$ cat config.mk
export PLATFORM = sky130hd
export DESIGN_NAME = bfu_r2_pipe
export DESIGN_NICKNAME = d
export VERILOG_FILES = /design/src/rtl/bfu_r2_pipe.sv
export SDC_FILE = /design/constraint.sdc
export NUM_CORES = 2
export LEC_CHECK = 0
export BUFFER_PORTS_ARGS = -buffer_cell sky130_fd_sc_hd__buf_2
export CORE_MARGIN = 2
export CORE_UTILIZATION = 51
export CTS_CLUSTER_SIZE = 16
export DETAILED_ROUTE_END_ITERATION = 12
export PLACE_DENSITY = 0.72
export SLEW_MARGIN = 10
export SYNTH_ARGS = -nofsm -noshare
export SYNTH_HDL_FRONTEND = slang
export SYNTH_SLANG_ARGS = --single-unit
$ cat constraint.sdc
create_clock -name clk -period 9.3 [get_ports clk]
set_clock_uncertainty 0.2 [all_clocks]
set_input_delay 1.395 -clock clk [delete_from_list [all_inputs] [get_ports clk]]
set_output_delay 1.395 -clock clk [all_outputs]
set_load 0.01 [all_outputs]
$ cat src/rtl/bfu_r2_pipe.sv
// Radix-2 DIT butterfly, 3-stage valid/ready pipeline: x0 = a + b*tw, x1 = a - b*tw.
// Build option BFU_SAT_EN: clamp out-of-range results instead of wrapping (ovf is flagged either way).
module bfu_r2_pipe #(
  parameter int DW      = 16,
  parameter int TW_W    = 16,
  parameter int TW_FRAC = TW_W - 1
) (
  input  logic              clk,
  input  logic              reset_n,
  input  logic              in_valid,
  output logic              in_ready,
  input  logic [2*DW-1:0]   in_a,
  input  logic [2*DW-1:0]   in_b,
  input  logic [2*TW_W-1:0] in_tw,
  input  logic              in_scale,
  output logic              out_valid,
  input  logic              out_ready,
  output logic [2*DW-1:0]   out_x0,
  output logic [2*DW-1:0]   out_x1,
  output logic              ovf,
  input  logic              ovf_clr
);

  localparam int MW = DW + TW_W;
  localparam int PW = DW + TW_W + 1;
  localparam int SW = DW + 2;

  localparam logic signed [PW-1:0] RND   = PW'(1) << (TW_FRAC - 1);
  localparam logic signed [SW-1:0] ONE_S = SW'(1);
  localparam logic signed [SW-1:0] MAXV  = SW'((2 ** (DW - 1)) - 1);
  localparam logic signed [SW-1:0] MINV  = SW'(-(2 ** (DW - 1)));

  logic en;
  logic v1, v2, v3;

  logic signed [DW-1:0]   a1_re, a1_im, b1_re, b1_im;
  logic signed [TW_W-1:0] tw1_re, tw1_im;
  logic                   sc1;

  logic signed [DW-1:0]   a2_re, a2_im;
  logic signed [PW-1:0]   pr2, pi2;
  logic                   sc2;

  logic [2*DW-1:0] x0_q, x1_q;
  logic            ovf_q;

  // A full output register that is not being taken freezes the whole pipe.
  assign en        = ~v3 | out_ready;
  assign in_ready  = en;
  assign out_valid = v3;
  assign out_x0    = x0_q;
  assign out_x1    = x1_q;
  assign ovf       = ovf_q;

  always_ff @(posedge clk or negedge reset_n) begin
    if (!reset_n) begin
      v1     <= 1'b0;
      a1_re  <= '0;
      a1_im  <= '0;
      b1_re  <= '0;
      b1_im  <= '0;
      tw1_re <= '0;
      tw1_im <= '0;
      sc1    <= 1'b0;
    end else if (en) begin
      v1     <= in_valid;
      a1_re  <= in_a[DW-1:0];
      a1_im  <= in_a[2*DW-1:DW];
      b1_re  <= in_b[DW-1:0];
      b1_im  <= in_b[2*DW-1:DW];
      tw1_re <= in_tw[TW_W-1:0];
      tw1_im <= in_tw[2*TW_W-1:TW_W];
      sc1    <= in_scale;
    end
  end

  logic signed [MW-1:0] bre_x, bim_x, wre_x, wim_x;
  logic signed [MW-1:0] m_rr, m_ii, m_ri, m_ir;
  logic signed [PW-1:0] pr_c, pi_c;

  always_comb begin
    bre_x = MW'(b1_re);
    bim_x = MW'(b1_im);
    wre_x = MW'(tw1_re);
    wim_x = MW'(tw1_im);
    m_rr  = bre_x * wre_x;
    m_ii  = bim_x * wim_x;
    m_ri  = bre_x * wim_x;
    m_ir  = bim_x * wre_x;
    pr_c  = PW'(m_rr) - PW'(m_ii);
    pi_c  = PW'(m_ri) + PW'(m_ir);
  end

  always_ff @(posedge clk or negedge reset_n) begin
    if (!reset_n) begin
      v2    <= 1'b0;
      a2_re <= '0;
      a2_im <= '0;
      pr2   <= '0;
      pi2   <= '0;
      sc2   <= 1'b0;
    end else if (en) begin
      v2    <= v1;
      a2_re <= a1_re;
      a2_im <= a1_im;
      pr2   <= pr_c;
      pi2   <= pi_c;
      sc2   <= sc1;
    end
  end

  // Returns {out_of_range, narrowed value}; the range test uses the full-precision sum.
  function automatic logic [DW:0] narrow(input logic signed [SW-1:0] s_in, input logic sc);
    logic signed [SW-1:0] s;
    logic                 hi, lo;
    logic [DW-1:0]        v;
    s = s_in;
    if (sc) begin
      s = s + ONE_S;
      s = s >>> 1;
    end
    hi = (s > MAXV);
    lo = (s < MINV);
`ifdef BFU_SAT_EN
    if (hi)      v = MAXV[DW-1:0];
    else if (lo) v = MINV[DW-1:0];
    else         v = s[DW-1:0];
`else
    v = s[DW-1:0];
`endif
    return {hi | lo, v};
  endfunction

  logic signed [PW-1:0] pr_rnd, pi_rnd, pr_sh, pi_sh;
  logic signed [SW-1:0] p_re, p_im, a_re_x, a_im_x;
  logic signed [SW-1:0] s0_re, s0_im, s1_re, s1_im;
  logic [DW:0]          n0_re, n0_im, n1_re, n1_im;
  logic                 ovf_any;

  always_comb begin
    pr_rnd  = pr2 + RND;
    pi_rnd  = pi2 + RND;
    pr_sh   = pr_rnd >>> TW_FRAC;
    pi_sh   = pi_rnd >>> TW_FRAC;
    p_re    = SW'(pr_sh);
    p_im    = SW'(pi_sh);
    a_re_x  = SW'(a2_re);
    a_im_x  = SW'(a2_im);
    s0_re   = a_re_x + p_re;
    s0_im   = a_im_x + p_im;
    s1_re   = a_re_x - p_re;
    s1_im   = a_im_x - p_im;
    n0_re   = narrow(s0_re, sc2);
    n0_im   = narrow(s0_im, sc2);
    n1_re   = narrow(s1_re, sc2);
    n1_im   = narrow(s1_im, sc2);
    ovf_any = n0_re[DW] | n0_im[DW] | n1_re[DW] | n1_im[DW];
  end

  always_ff @(posedge clk or negedge reset_n) begin
    if (!reset_n) begin
      v3   <= 1'b0;
      x0_q <= '0;
      x1_q <= '0;
    end else if (en) begin
      v3   <= v2;
      x0_q <= {n0_im[DW-1:0], n0_re[DW-1:0]};
      x1_q <= {n1_im[DW-1:0], n1_re[DW-1:0]};
    end
  end

  // Flag is raised as a valid beat is loaded into the output register; a set beats a clear.
  always_ff @(posedge clk or negedge reset_n) begin
    if (!reset_n) begin
      ovf_q <= 1'b0;
    end else begin
      ovf_q <= (ovf_q & ~ovf_clr) | (en & v2 & ovf_any);
    end
  end

endmodule
==> results by group <==
Global route
  – Number of antenna violations at the first check in global routing: 6
  – GRT Overall Usage: 0.275
  – Pin count of the biggest net entering global routing: 149
  – Number of global-route vias before repair: 42.4k
  – First-pass GRT wire length: 234000 um
  – Remaining Overflow, GRT: 0

Drt
  – First-pass DRT Iterations: 5
  – Detailed-route wire length per cell: 19.3 um
  – Via count normalized by instance count: 5.37
  – Via count: roughly 40k
  – Remaining antenna violation count: 0
  – Total wire length: 145000 um
  – Iteration-0 DRC count of the detailed router: 2819
  – DRC violation count after routing: 0

Setup path
  – Cell seen most often among critical-path stages: fa_1
  – Crit Path Category: reg2reg
  – Highest net fanout along the worst path: 20
  – Slowest library cell on the worst path: dfrtp_1
  – Family with the most delay on the worst path: adder cells
  – CP arrival: 8990 ps
  – Crit path capture type: flip-flop
  – Minimum setup slack among reg-to-reg paths: 570 ps
  – Longest individual stage delay on the worst path: ~1100 ps
  – WP data required: about 9600 ps
  – Buffer and inverter count on the worst path: 4
  – Critical Path Start Type: flip-flop

Timing
  – Sum of negative setup slack: 0 ps
  – Max Freq: between 100 and 150 MHz
  – Worst-Margin Slew: 1190 ps
  – Number of pins with negative max-slew slack in the final report: 0
  – Final period util: 0.939
  – Post-layout minimum cycle time: approximately 8700 ps
  – Slew HR: 0.206
  – Worst setup margin: around 570 ps
  – Number of failing hold endpoints at the final stage: 0
  – Total setup violations reported at the end of the flow: 0
  – RSZ-0062 raised after global routing: false
  – WHS: 269 ps

Clock network
  – Clock Pin Slew Worst Setup and Hold Paths: approximately 70 ps
  – TritonCTS Buffers: 34
  – Clock Latency Late Sink: 620 ps
  – TritonCTS clock tree: done
  – Library cell used as clock root buffer: clkbuf_16
  – Gates resized, CTS repair: 0
  – Post-CTS Hold Fix Bufs: 0
  – Maximum clock insertion buffer count: 3
  – Post-CTS setup-driven buffer insertion count: 0
  – Level count of the clock H-tree: 2
  – Clock Sink Count: 236

Place
  – Setup WS pre-CTS: 624 ps
  – Total of buffers placed on input and output ports: 168
  – DP HPWL: around 120000 um
  – Cell count after placement: 7421
  – Final weighted congestion of routability-driven global placement: 0.928

Synth
  – Cells after Synth: 6047
  – Share of flip-flops with an asynchronous set or reset: 1.00
  – Avg Inst Size Synth: 9.01 um2
  – Commonest cells in the synthesized netlist: inv_1, fa_1, nand2_1, and2_1, ha_1
  – Share of the yosys chip area belonging to registers: 0.108
  – EDFF count, synth: 0
  – Synthesized flop and latch total: ~240
  – Distinct cells, synth: 92
  – Yosys top cell area share: 0.432
  – Most area-hungry cell type in the Yosys netlist: fa_1
  – Largest cells by area after synthesis: fa_1, dfrtp_1, inv_1
  – Library cell with the highest instance count after synthesis: inv_1
  – Combined area of all synthesized cells: 54500 um2
  – YS warnings: 0
  – Most used flip-flop cell after synthesis: dfrtp_1
  – Post-synthesis net count: approximately 7.7k

Status
  – Result of the run: completed

Floorplan
  – Initial Utilization: 0.516
  – Standard cell core area: 106000 um2
  – DIE WIDTH: roughly 330 um
  – # IOs: approximately 170
  – Number of cell rows: 119
  – Die Y-Extent: 331 um
  – Floorplan die area: ~110000 um2

Run
  – Reported max-cap violation count: 0

Final layout
  – Layout net count: 7722
  – Share of layout cells above drive strength 1: 0.0604
  – Final non-filler cell total: 7484
  – Area Growth Syn to Fin: 6.49%

Hold path
  – Path class of the lowest-slack min-delay path: reg2reg
[sequential cells by signal (all words and copies together) (netlist names), 16 cells and up]
name,flops
out_x0,32
out_x1,32
pi2,19
pr2,19
a1_im,16
a1_re,16
a2_im,16
a2_re,16
b1_im,16
b1_re,16
tw1_im,16
tw1_re,16
[layout by cell type, fill, tap and decap left out, types with 22 or more instances in the layout]
cell	count
a31oi_1	29
clkbuf_16	34
nor2b_1	29
nand2b_1	40
nand4_1	22
a21oi_1	135
o21ai_0	110
nand3_1	51
buf_4	99
xor2_1	49
a21o_1	40
nor2_1	192
dfrtp_1	235
nand2_1	980
and2_1	498
fa_1	1176
nor3_1	45
ha_1	378
xnor2_1	123
buf_2	167
a211oi_1	24
inv_1	1343
[area by class of cell]
cell class              count  area (um2)
inverters                1348        5070
well taps                1391        1740
clock inverters            16         240
diodes                      1        2.50
clock buffers              46         986
fillers                  9366       47600
repair buffers            270        1650
multi-input cells        4176       42400
flip-flops and latches    236        5910
[logic make-up (layout without fill, tap and decap cells)]
logic type	Yosys count	after routing	share of synthesized area
AOI/OAI and AO/OA	504	504	0.0615
xor gates and xnor gates	175	175	0.0286
adders and majority gates	1554	1554	0.519
buffers and inverters	1635	1680	0.113
DFF	236	236	0.108
muxes	12	12	0.00232
other	0	1	0
and+or+nand+nor	1931	1931	0.167
[final timing paths]
path                       cells past startpoint                   start              endpoint
setup reg to reg                              25  tw1_im[10]$_DFFE_PN0N_   pr2[31]$_DFFE_PN0N_
hold / removal                                 2          v1$_DFFE_PN0N_        v1$_DFFE_PN0N_
setup / recovery                              25  tw1_im[10]$_DFFE_PN0N_   pr2[31]$_DFFE_PN0N_
min in group asynchronous                      1                 reset_n  a2_re[9]$_DFFE_PN0N_
hold reg to reg                                2          v1$_DFFE_PN0N_        v1$_DFFE_PN0N_
max in group asynchronous                      3                 reset_n  a1_im[7]$_DFFE_PN0N_
[tightest hold or removal path, stage by stage, from the launching register on]
cell     delay (ps)
dfrtp_1         340
nand2_1          50
nand2_1          50
[per-layer routing]
layer,global-route usage,vias to the layer above,wire (um)
met5,0,-,33
met4,0.0904,4,4790
met3,0.0434,231,10900
met2,0.443,1324,67700
met1,0.383,20600,61100
li1,-,18000,-
[through the flow]
stage	area, um2	utilization
after floorplan	54500	-
after global placement	56800	0.538
after detailed placement	56800	0.538
after CTS	58000	0.549
after global routing	58000	0.549
final	58000	0.549
Power is not shown: default switching activity piles up to over one toggle a cycle in this logic, so the estimate is an artifact.
